`src/rtl/reg_file_banked.sv`:
```
// Banked register file: three combinational read ports, two write ports,
// a shadow bank with single-cycle save/restore/swap for context switching,
// a per-register dirty mask and a registered dual-write collision flag.
module reg_file_banked #(
    parameter int DATA_W   = 16,
    parameter int ADDR_W   = 4,
    parameter int BYPASS   = 1,
    parameter int ZERO_REG = 0
) (
    input  logic                  Clock,
    input  logic                  Reset_n,
    input  logic [ADDR_W-1:0]     Rd_Addr,
    input  logic [ADDR_W-1:0]     Rs_Addr,
    input  logic [ADDR_W-1:0]     Rm_Addr,
    input  logic                  Rd_Wen,
    input  logic                  Rs_Wen,
    input  logic [DATA_W-1:0]     Rd_Data,
    input  logic [DATA_W-1:0]     Rs_Data,
    input  logic                  Save,
    input  logic                  Restore,
    output logic [DATA_W-1:0]     Rd_Out,
    output logic [DATA_W-1:0]     Rs_Out,
    output logic [DATA_W-1:0]     Rm_Out,
    output logic [2**ADDR_W-1:0]  Dirty,
    output logic                  Coll_Err
);

    localparam int   DEPTH  = 2**ADDR_W;
    localparam logic BYP_EN = (BYPASS != 0);
    localparam logic ZR_EN  = (ZERO_REG != 0);

    logic [DATA_W-1:0] main_q   [DEPTH];
    logic [DATA_W-1:0] main_d   [DEPTH];
    logic [DATA_W-1:0] shadow_q [DEPTH];
    logic [DATA_W-1:0] shadow_d [DEPTH];
    logic [DEPTH-1:0]  dirty_q;
    logic [DEPTH-1:0]  dirty_d;
    logic [DEPTH-1:0]  written_s;
    logic              coll_q;
    logic              coll_s;
    logic              wa_s;
    logic              wb_s;

    // One read port: hardwired zero first, then same-cycle bypass (A before B), then stored value.
    function automatic logic [DATA_W-1:0] read_port(
        input logic [ADDR_W-1:0] addr,
        input logic [DATA_W-1:0] stored,
        input logic              wa,
        input logic              wb,
        input logic [ADDR_W-1:0] a_addr,
        input logic [ADDR_W-1:0] b_addr,
        input logic [DATA_W-1:0] a_data,
        input logic [DATA_W-1:0] b_data
    );
        logic [DATA_W-1:0] val;
        if (ZR_EN && (addr == {ADDR_W{1'b0}})) begin
            val = {DATA_W{1'b0}};
        end else if (BYP_EN && wa && (addr == a_addr)) begin
            val = a_data;
        end else if (BYP_EN && wb && (addr == b_addr)) begin
            val = b_data;
        end else begin
            val = stored;
        end
        return val;
    endfunction

    // Effective write set: drop writes to the hardwired zero register, port A wins a collision.
    always_comb begin
        wa_s   = Rd_Wen & ~(ZR_EN & (Rd_Addr == {ADDR_W{1'b0}}));
        coll_s = wa_s & Rs_Wen & (Rd_Addr == Rs_Addr);
        wb_s   = Rs_Wen & ~(ZR_EN & (Rs_Addr == {ADDR_W{1'b0}})) & ~coll_s;
    end

    // Next-state for both banks and the dirty mask; writes land on top of a restored/swapped main.
    always_comb begin
        for (int i = 0; i < DEPTH; i++) begin
            written_s[i] = (wa_s && (Rd_Addr == ADDR_W'(i))) ||
                           (wb_s && (Rs_Addr == ADDR_W'(i)));
            shadow_d[i]  = Save ? main_q[i] : shadow_q[i];
            main_d[i]    = (wa_s && (Rd_Addr == ADDR_W'(i))) ? Rd_Data :
                           (wb_s && (Rs_Addr == ADDR_W'(i))) ? Rs_Data :
                           (Restore ? shadow_q[i] : main_q[i]);
        end
        dirty_d = (Save || Restore) ? written_s : (dirty_q | written_s);
    end

    // Combinational read ports from the main bank.
    always_comb begin
        Rd_Out = read_port(Rd_Addr, main_q[Rd_Addr], wa_s, wb_s, Rd_Addr, Rs_Addr, Rd_Data, Rs_Data);
        Rs_Out = read_port(Rs_Addr, main_q[Rs_Addr], wa_s, wb_s, Rd_Addr, Rs_Addr, Rd_Data, Rs_Data);
        Rm_Out = read_port(Rm_Addr, main_q[Rm_Addr], wa_s, wb_s, Rd_Addr, Rs_Addr, Rd_Data, Rs_Data);
    end

    // State registers; asynchronous reset clears both banks and flags, discarding any pending copy.
    always_ff @(posedge Clock or negedge Reset_n) begin
        if (!Reset_n) begin
            for (int i = 0; i < DEPTH; i++) begin
                main_q[i]   <= {DATA_W{1'b0}};
                shadow_q[i] <= {DATA_W{1'b0}};
            end
            dirty_q <= {DEPTH{1'b0}};
            coll_q  <= 1'b0;
        end else begin
            for (int i = 0; i < DEPTH; i++) begin
                main_q[i]   <= main_d[i];
                shadow_q[i] <= shadow_d[i];
            end
            dirty_q <= dirty_d;
            coll_q  <= coll_s;
        end
    end

    assign Dirty    = dirty_q;
    assign Coll_Err = coll_q;

endmodule

```
`config.mk`:
```
export PLATFORM = sky130hd
export DESIGN_NAME = reg_file_banked
export DESIGN_NICKNAME = d
export VERILOG_FILES = /design/src/rtl/reg_file_banked.sv
export SDC_FILE = /design/constraint.sdc
export NUM_CORES = 1
export LEC_CHECK = 0
export ABC_CLOCK_PERIOD_IN_PS = 4050
export CORE_ASPECT_RATIO = 0.9
export CORE_MARGIN = 2
export CORE_UTILIZATION = 54
export DETAILED_ROUTE_END_ITERATION = 10
export PLACE_DENSITY = 0.78
export SLEW_MARGIN = 20
export SYNTH_ARGS = -nofsm -noshare
export SYNTH_HDL_FRONTEND = slang
export SYNTH_SLANG_ARGS = --single-unit
```
`constraint.sdc`:
```
create_clock -name Clock -period 4.05 [get_ports Clock]
set_input_delay 0.81 -clock Clock [delete_from_list [all_inputs] [get_ports Clock]]
set_output_delay 0.81 -clock Clock [all_outputs]
set_load 0.01 [all_outputs]
```
## Yosys cells after proc, flatten, opt, wreduce, memory -nomap -nowiden

Index checks and enable logic that the tools add are counted.

| word-level totals | value |
|---|---|
| register bits after elaboration | 529 |
| latch bits | 0 |
| memory bits (writable) | 0 |
| bits in read-only memories | 0 |
| input port bits | 50 |
| word-level logic and storage cells | 214 |
| memories | 0 |

| cells by class | value |
|---|---|
| add/subtract/negate cells | 0 |
| $mul | 0 |
| divide/modulo/power cells | 0 |
| magnitude comparators | 3 |
| eq/ne operators | 34 |
| shift-type cells | 0 |
| multiplexer cells | 64 |
| bitwise logic cells | 8 |
| reductions and logical operators | 71 |

Operators with widths:

| operator | number |
|---|---|
| $mux 16 | 61 |
| $bmux 16 s4 | 3 |
| $eq 4x4->1 const B | 16 |
| $reduce_bool 3->1 | 16 |
| $logic_and 1x1->1 | 36 |
| $eq 4x3->1 const B | 8 |
| $logic_or 1x1->1 | 17 |
| $eq 4x2->1 const B | 4 |
| $eq 4x4->1 | 4 |
| $or 16x16->16 | 1 |
| $ge 5x5->1 const B | 3 |
| $not 4->5 | 3 |
| $eq 4x1->1 const B | 2 |
| $logic_not 4->1 | 2 |
| $and 1x1->1 | 3 |
| $not 1->1 | 1 |

## Logic depth before layout (Yosys ltp)

Gate-level depths: netlist of run 1.

| logic depth | value |
|---|---|
| depth after elaboration | 8 |
| gate-level depth with buffers | 10 |

## Least setup slack after synthesis of run 1

Ideal clock, no wire load.

| timing | value |
|---|---|
| path type | input to output |
| from | input port Rd_Addr[1] |
| to | output port Rd_Out[15] |
| arrival time | 2.768 ns |
| required time | 3.240 ns |
| slack | 0.472 ns |
| cell stages on the path | 7 |
| buffers on the path | 3 |
| path through | buf_2 > buf_2 > buf_1 > mux4_2 > mux4_2 > nor2b_1 > a221o_1 |

| between the ends | value |
|---|---|
| longest elaborated chain between the ends | 7 |
| elaborated cells on any way between the ends | 11 |
| classes of those cells | 1 x eq/ne; 5 x mux; 4 x bitwise; 1 x reduce/logical |

Ends and longest elaborated chain:

| item | RTL line | source |
|---|---|---|
| start, declared | 12 | `input logic [ADDR_W-1:0] Rd_Addr,` |
| parallel branches: the longest is 5 deep, another holds $bmux 16 s4 | - |  |
| $mux 16 (*) | 60 | `end else if (BYP_EN && wb && (addr == b_addr)) begin` |
| $mux 16 (*) | 58 | `end else if (BYP_EN && wa && (addr == a_addr)) begin` |
| end, declared | 21 | `output logic [DATA_W-1:0] Rd_Out,` |

Mark *: on every way between the ends. The select of a mux whose other input is x is not followed.

## Worst setup path after layout of run 1

| timing | value |
|---|---|
| from | input port Rd_Addr[0] |
| to | output port Rd_Out[1] |

The elaborated chain is that of the path after synthesis.

==> out/qor.txt, run 1 <==
DRT antenna net count - 0
Mapped Cells - 2637
Pre-antenna DRT Iters - 6
Post-route setup slack - -0.0551 ns
Synthesized Nets - 2687
Nets@finish - 2852
Synth cell types - 59
Crit start category - primary input
Min-delay worst type - in -> async
Hold Buf Count CTS - 0
Crit path depth - 8
Vias in the first global route - 26100
Crit-path max cell delay - 0.55 ns
Met3 wire len - 19.7 mm
Routed wl met2 - 52.5 mm
Max-slew violation count - 0
Gr usage total - 0.411
Top Layer Used - met5
Cell mode on critical path - mux4_2
Max Cap Viol - 0
Pwr per Cell Area - 589 mW/mm^2
Placed insts - 3478
Port bufs - 114
Io pins - 115
Violated checks - negative setup slack
Area delta synth->final - 18.3%
Tcrit/Tclk final - 1.01
Sequential area share after synthesis - 0.422
First-pass GRT wire length - 181 mm
Unrepaired setup endpoints after global routing - yes
Root Driver - clkbuf_16
Final hold violation count - 0
Initial antenna violation count - 8
Place WS - -0.385 ns
Slowest-stage cell, CP - mux4_2
Worst skew pair latency - 0.64 ns
Total power - 21800 uW
Leakage - 0.0160 uW
Worst-path clk slew - 0.06 ns
Largest net degree at the start of global routing - 103
Share of the synthesized area in the top cell type - 0.422
Syn_area_per_cell - 11.9 sq um
Number of synthesized flops with an enable pin - 0
Die area - 0.0600 sq mm
Worst-margin pin slew - 1.14 ns
Skew final - 0.0258 ns
FF-to-FF path depth - 3
Synth top cells by count - 529 x dfrtp_1, 305 x mux2_2, 238 x mux2i_1
Non-Filler Instances - 3617
Asr flop ratio synth - 1.00
Fmax - 244 MHz
Num rows - 83
CTS H-Tree Depth - 2
Crit-path max FO - 8
Die height - 233 microns
Most frequent cell after synthesis - dfrtp_1
GRT overflow - 0
Top cells by area, synth - dfrtp_1 42%, mux4_2 12%, mux2_2 11%
Clock sinks - 529
Wire length per cell - 34.4 microns
Top Family by Delay on Critical Path - multiplexers
Core Area - 0.0572 sq mm
Final wirelength - 124 mm
CP Cell Sequence - buf_8 -> buf_12 -> buf_4 -> mux4_2 -> mux4_2 -> nor2b_1 -> a221o_1 -> clkdlybuf4s50_1
Layout Utilization - 0.648
Setup-failing EPs final - 3
Residual DRC count - 0
Routability Congestion - 1.05
Critical path type - in -> out
CTS tree - yes
Metal-1 WL - 45.7 mm
Number of buffers created by CTS - 55
Synth Register Bits - 529
Yosys warns - 0
Worst slew margin - 0.238
Primary FF master, synth - dfrtp_1
Critical path arrival - 3.30 ns
Required @ worst endpoint - 3.24 ns
Critical path capture point type - output port
Share of layout cells above drive strength 1 - 0.333
Fin crit period - 4.11 ns
Run status - finished, violations left
Maximum root-to-sink buffer count - 3
Initial DRC count - 4833
Synth Cell Area - 0.0313 sq mm
Post-synth top area cell - dfrtp_1
Vias - 27400
Die X - 258 microns
Peak supply drop - 0.000448 V
Starting density of the core - 0.548
CP Buf/Inv Count - 4
Hpwl dp - 85.8 mm
Via-per-instance ratio - 7.58
[final timing paths]
kind / slack, ns / start / end
hold reg to reg: 0.48 / Dirty[10] / Dirty[10]
setup / recovery: -0.06 / Rd_Addr[0] / Rd_Out[1]
min in group Clock: 0.48 / Dirty[10] / Dirty[10]
max in group asynchronous: 2.82 / Reset_n / shadow_q[173]
hold / removal: 0.27 / Reset_n / main_q[253]
setup reg to reg: 2.93 / main_q[171] / main_q[171]
[stage by stage]
| step | hold slack [ns] | area, sq um | TNS [ns] |
|---|---|---|---|
| 2_1_floorplan | 0.471 | 31300 | 0 |
| 3_3_place_gp | 0.464 | 34600 | -5.86 |
| 3_5_place_dp | 0.469 | 34600 | -6.14 |
| 4_1_cts | 0.310 | 36800 | -0.0799 |
| 5_1_grt | 0.362 | 37100 | -0.0592 |
| 6_report | 0.274 | 37100 | -0.0948 |
[flip-flops by register name, indices dropped and copies added (netlist names)]
signal and cells:
shadow_q 256, Dirty 16, Coll_Err 1, main_q 256
[where the power goes]
part | internal (uW) | switching (uW)
Sequential | 7330 | 2080
Combinational | 3860 | 3330
Clock | 2990 | 2260
[cells in the final DEF, fill, tap and decap left out, types with 59 or more instances in the layout]
master    count
o21ai_1      97
dfrtp_1     529
o22ai_1      59
mux2i_1     238
mux2_2      305
nor3_1       61
a221o_1      98
buf_4       260
nand3_1      97
nand2_1     137
a32oi_1      61
o211ai_1     65
a22oi_1      73
mux4_2      163
[worst reg2reg max path, delay by kind of cell, from the launching register on]
kind / cells / cell delay [ns]
AO/OA/AOI/OAI: 1 / 0.32
multiplexers: 1 / 0.18
flip-flops: 1 / 0.42
AND/OR/NAND/NOR: 1 / 0.06
[layer usage]
| metal | global-route usage | up-vias |
|---|---|---|
| met5 | 0.00490 | - |
| met4 | 0.181 | 6 |
| met3 | 0.150 | 432 |
| met2 | 0.583 | 2404 |
| met1 | 0.566 | 13900 |
| li1 | - | 10600 |
[layout make-up]
class,count,area [sq um]
diodes,8,20.0
clock buffers,78,1590
clock inverters,21,236
fillers,4271,20100
inverters,3,15.0
multi-input cells,1797,17100
flip-flops and latches,529,13200
well taps,765,957
repair buffers,416,3940
[timing repair]
item                                    CTS  global route
buffers inserted                         13            16
pin swaps                                 8             7
endpoints found under the setup margin   42            18
gates resized for setup                  85            31
gates cloned                              3             0
[kinds of logic (layout without fill, tap and decap cells)]
| group | Yosys count | in the layout | synth area share |
|---|---|---|---|
| buffers and inverters | 311 | 518 | 0.0439 |
| flip-flops | 529 | 529 | 0.422 |
| AO/OA/AOI/OAI | 628 | 628 | 0.152 |
| multiplexers | 722 | 722 | 0.308 |
| other | 0 | 8 | 0 |
| XOR/XNOR | 12 | 12 | 0.00335 |
| AND/OR/NAND/NOR | 435 | 435 | 0.0698 |
Note: power is estimated with default switching activity, not from simulation.
==> run 2: changes to the inputs <==
Settings changed: PLACE_DENSITY 0.78 to 0.83, REMOVE_ABC_BUFFERS set to 1.
==> run 2 against run 1 <==
Net effect:
- the flow still finishes with violations (negative setup slack)
- sequential power increased by 2.3%
- count of clock-buffer cells in the layout increased by 9
- non-clock buffer count decreased by 45
- sequential share of layout area increased by 0.28 points
- hold slack got worse by 0.036 ns
- critical path depth increased by 2
- register-to-register slack got worse by 0.02 ns
- total power decreased by 1.5%
- global-route usage decreased by 4.5 points
- final area decreased by 0.78%
- combinational power decreased by 7.4%
- critical path type unchanged
- highest routed layer unchanged
==> out/qor.txt, run 2 (synthesized netlist as in run 1, its figures left out) <==
Maximum root-to-sink buffer count - 3 (unchanged)
Hpwl dp - 76.5 mm (-11%)
Post-route setup slack - -0.00871 ns (+0.0464 ns)
Met2 GRT Util - 0.534 (-0.0486)
Min-delay worst type - in -> async
Wire length per cell - 31.1 microns (-9.5%)
Vias in the first global route - 26500 (+1.6%)
Pre-antenna DRT Iters - 6 (unchanged)
Worst-path clk slew - 0.06 ns (about the same)
Run status - finished, violations left
Starting density of the core - 0.548 (unchanged)
Final wirelength - 111 mm (-11%)
Peak supply drop - 0.000289 V (-36%)
Required @ worst endpoint - 3.24 ns (about the same)
Busiest grt layer - met2
Initial DRC count - 4240 (-12%)
Layout Utilization - 0.643 (-0.00505)
Routability Congestion - 1.02 (-2.9%)
Largest net degree at the start of global routing - 98 (-4.9%)
Final hold violation count - 0 (unchanged)
Tcrit/Tclk final - 1.00 (-0.0114)
Initial antenna violation count - 2 (-6)
Setup-failing EPs final - 2 (-1)
Pwr per Cell Area - 585 mW/mm^2 (-0.70%)
Die height - 233 microns (unchanged)
DRT antenna net count - 0 (unchanged)
CTS H-Tree Depth - 2 (unchanged)
Io pins - 115 (unchanged)
Num rows - 83 (unchanged)
CTS tree - yes
Max Cap Viol - 0 (unchanged)
Residual DRC count - 0 (unchanged)
Vias - 26800 (-2.2%)
Highest-count cells in the layout ignoring fill and taps - 529 x dfrtp_1, 305 x mux2_2, 238 x mux2i_1, 214 x buf_4, 163 x mux4_2
Worst skew pair latency - 0.63 ns (about the same)
Die X - 258 microns (unchanged)
Skew final - 0.00934 ns (-0.0165 ns)
Fin area - 0.0368 sq mm (-0.78%)
Crit-path max FO - 8 (unchanged)
Critical path capture point type - output port
Area delta synth->final - 17.3%
GRT overflow - 0 (unchanged)
Max-slew violation count - 0 (unchanged)
Leakage - 0.0158 uW (-0.93%)
GR Util met3 - 0.115 (-0.0347)
Die area - 0.0600 sq mm (unchanged)
Unrepaired setup endpoints after global routing - yes
Fin crit period - 4.06 ns (-0.0464 ns)
Nets@finish - 2808 (-1.5%)
Number of buffers created by CTS - 56 (+1.8%)
Fmax - 246 MHz (+1.1%)
Routing usage on met1 - 0.499 (-0.0670)
Gr usage total - 0.366 (-0.0449)
Clock sinks - 529 (unchanged)
Core Area - 0.0572 sq mm (unchanged)
First-pass GRT wire length - 166 mm (-8.1%)
Port bufs - 114 (unchanged)
Via-per-instance ratio - 7.51 (-0.90%)
Critical path type - in -> out
Root Driver - clkbuf_16
Share of layout cells above drive strength 1 - 0.318 (-0.0148)
Worst-margin pin slew - 1.20 ns (+0.0543 ns)
DP Area - 0.0345 sq mm (-0.25%)
Worst slew margin - 0.202 (-0.0362)
Crit start category - primary input
Commonest non-fill, non-tap cell in the layout - dfrtp_1
Critical path arrival - 3.25 ns (-0.05 ns)
Violated checks - negative setup slack
Total power - 21500 uW (-1.5%)
-- run 2: worst max-delay path, cell delays in order --
cell	delay, ns
clkdlybuf4s50_1	0.45
buf_4	0.18
buf_4	0.18
nor2_4	0.08
a221oi_1	0.45
a21o_1	0.17
o31ai_1	0.06
a21oi_1	0.17
buf_4	0.15
clkdlybuf4s50_1	0.54
-- run 2: power breakdown --
part           leakage, uW  internal [uW]  switching [uW]
clock             0.000936           3050            2190
sequential         0.00670           7330            2310
combinational      0.00821           3810            2850
-- run 2: repair_timing --
item,in CTS,in global routing
resized for setup,26,49
gates cloned,1,0
pin swaps,1,6
endpoints found under the setup margin,25,37
hold endpoints to repair,0,0
buffers inserted,1,2
hold buffers,0,0
-- run 2: path summary, 6_finish.rpt --
path | start | cells after the start | slack [ns] | endpoint
max | Rm_Addr[2] | 10 | -0.009 | Rm_Out[2]
min | Reset_n | 1 | 0.24 | shadow_q[208]
max reg2reg | main_q[6] | 3 | 2.91 | main_q[6]
min reg2reg | Dirty[6] | 1 | 0.48 | Dirty[6]
max in group asynchronous | Reset_n | 2 | 2.75 | shadow_q[152]
min in group Clock | Dirty[6] | 1 | 0.48 | Dirty[6]
-- run 2: metrics by stage --
stage / std cells / setup slack (ns) / hold slack (ns) / TNS [ns]
finish: 3569 / -0.00871 / 0.237 / -0.00930
global route: 3568 / -0.0610 / 0.307 / -0.120
CTS: 3566 / -0.0429 / 0.275 / -0.0853
detailed placement: 3461 / -0.0947 / 0.470 / -0.764
global placement: 3461 / -0.226 / 0.467 / -0.695
floorplan: 2329 / 0.165 / 0.471 / 0
-- run 2: final cells by class --
| cell class | instances | area, sq um |
|---|---|---|
| clock inverters | 16 | 141 |
| multi-input cells | 1797 | 17100 |
| flip-flops and latches | 529 | 13200 |
| fillers | 4062 | 20400 |
| diodes | 1 | 2.50 |
| well taps | 765 | 957 |
| repair buffers | 371 | 3650 |
| inverters | 3 | 11.3 |
| clock buffers | 87 | 1730 |
-- run 2: per-layer routing --
| layer | routed length, microns | part of all wire | up-vias |
|---|---|---|---|
| li1 | - | - | 10500 |
| met2 | 47700 | 0.43 | 2413 |
| met1 | 40900 | 0.37 | 13400 |
| met4 | 5870 | 0.053 | 6 |
| met3 | 16400 | 0.15 | 469 |
| met5 | 98 | 0.00088 | - |
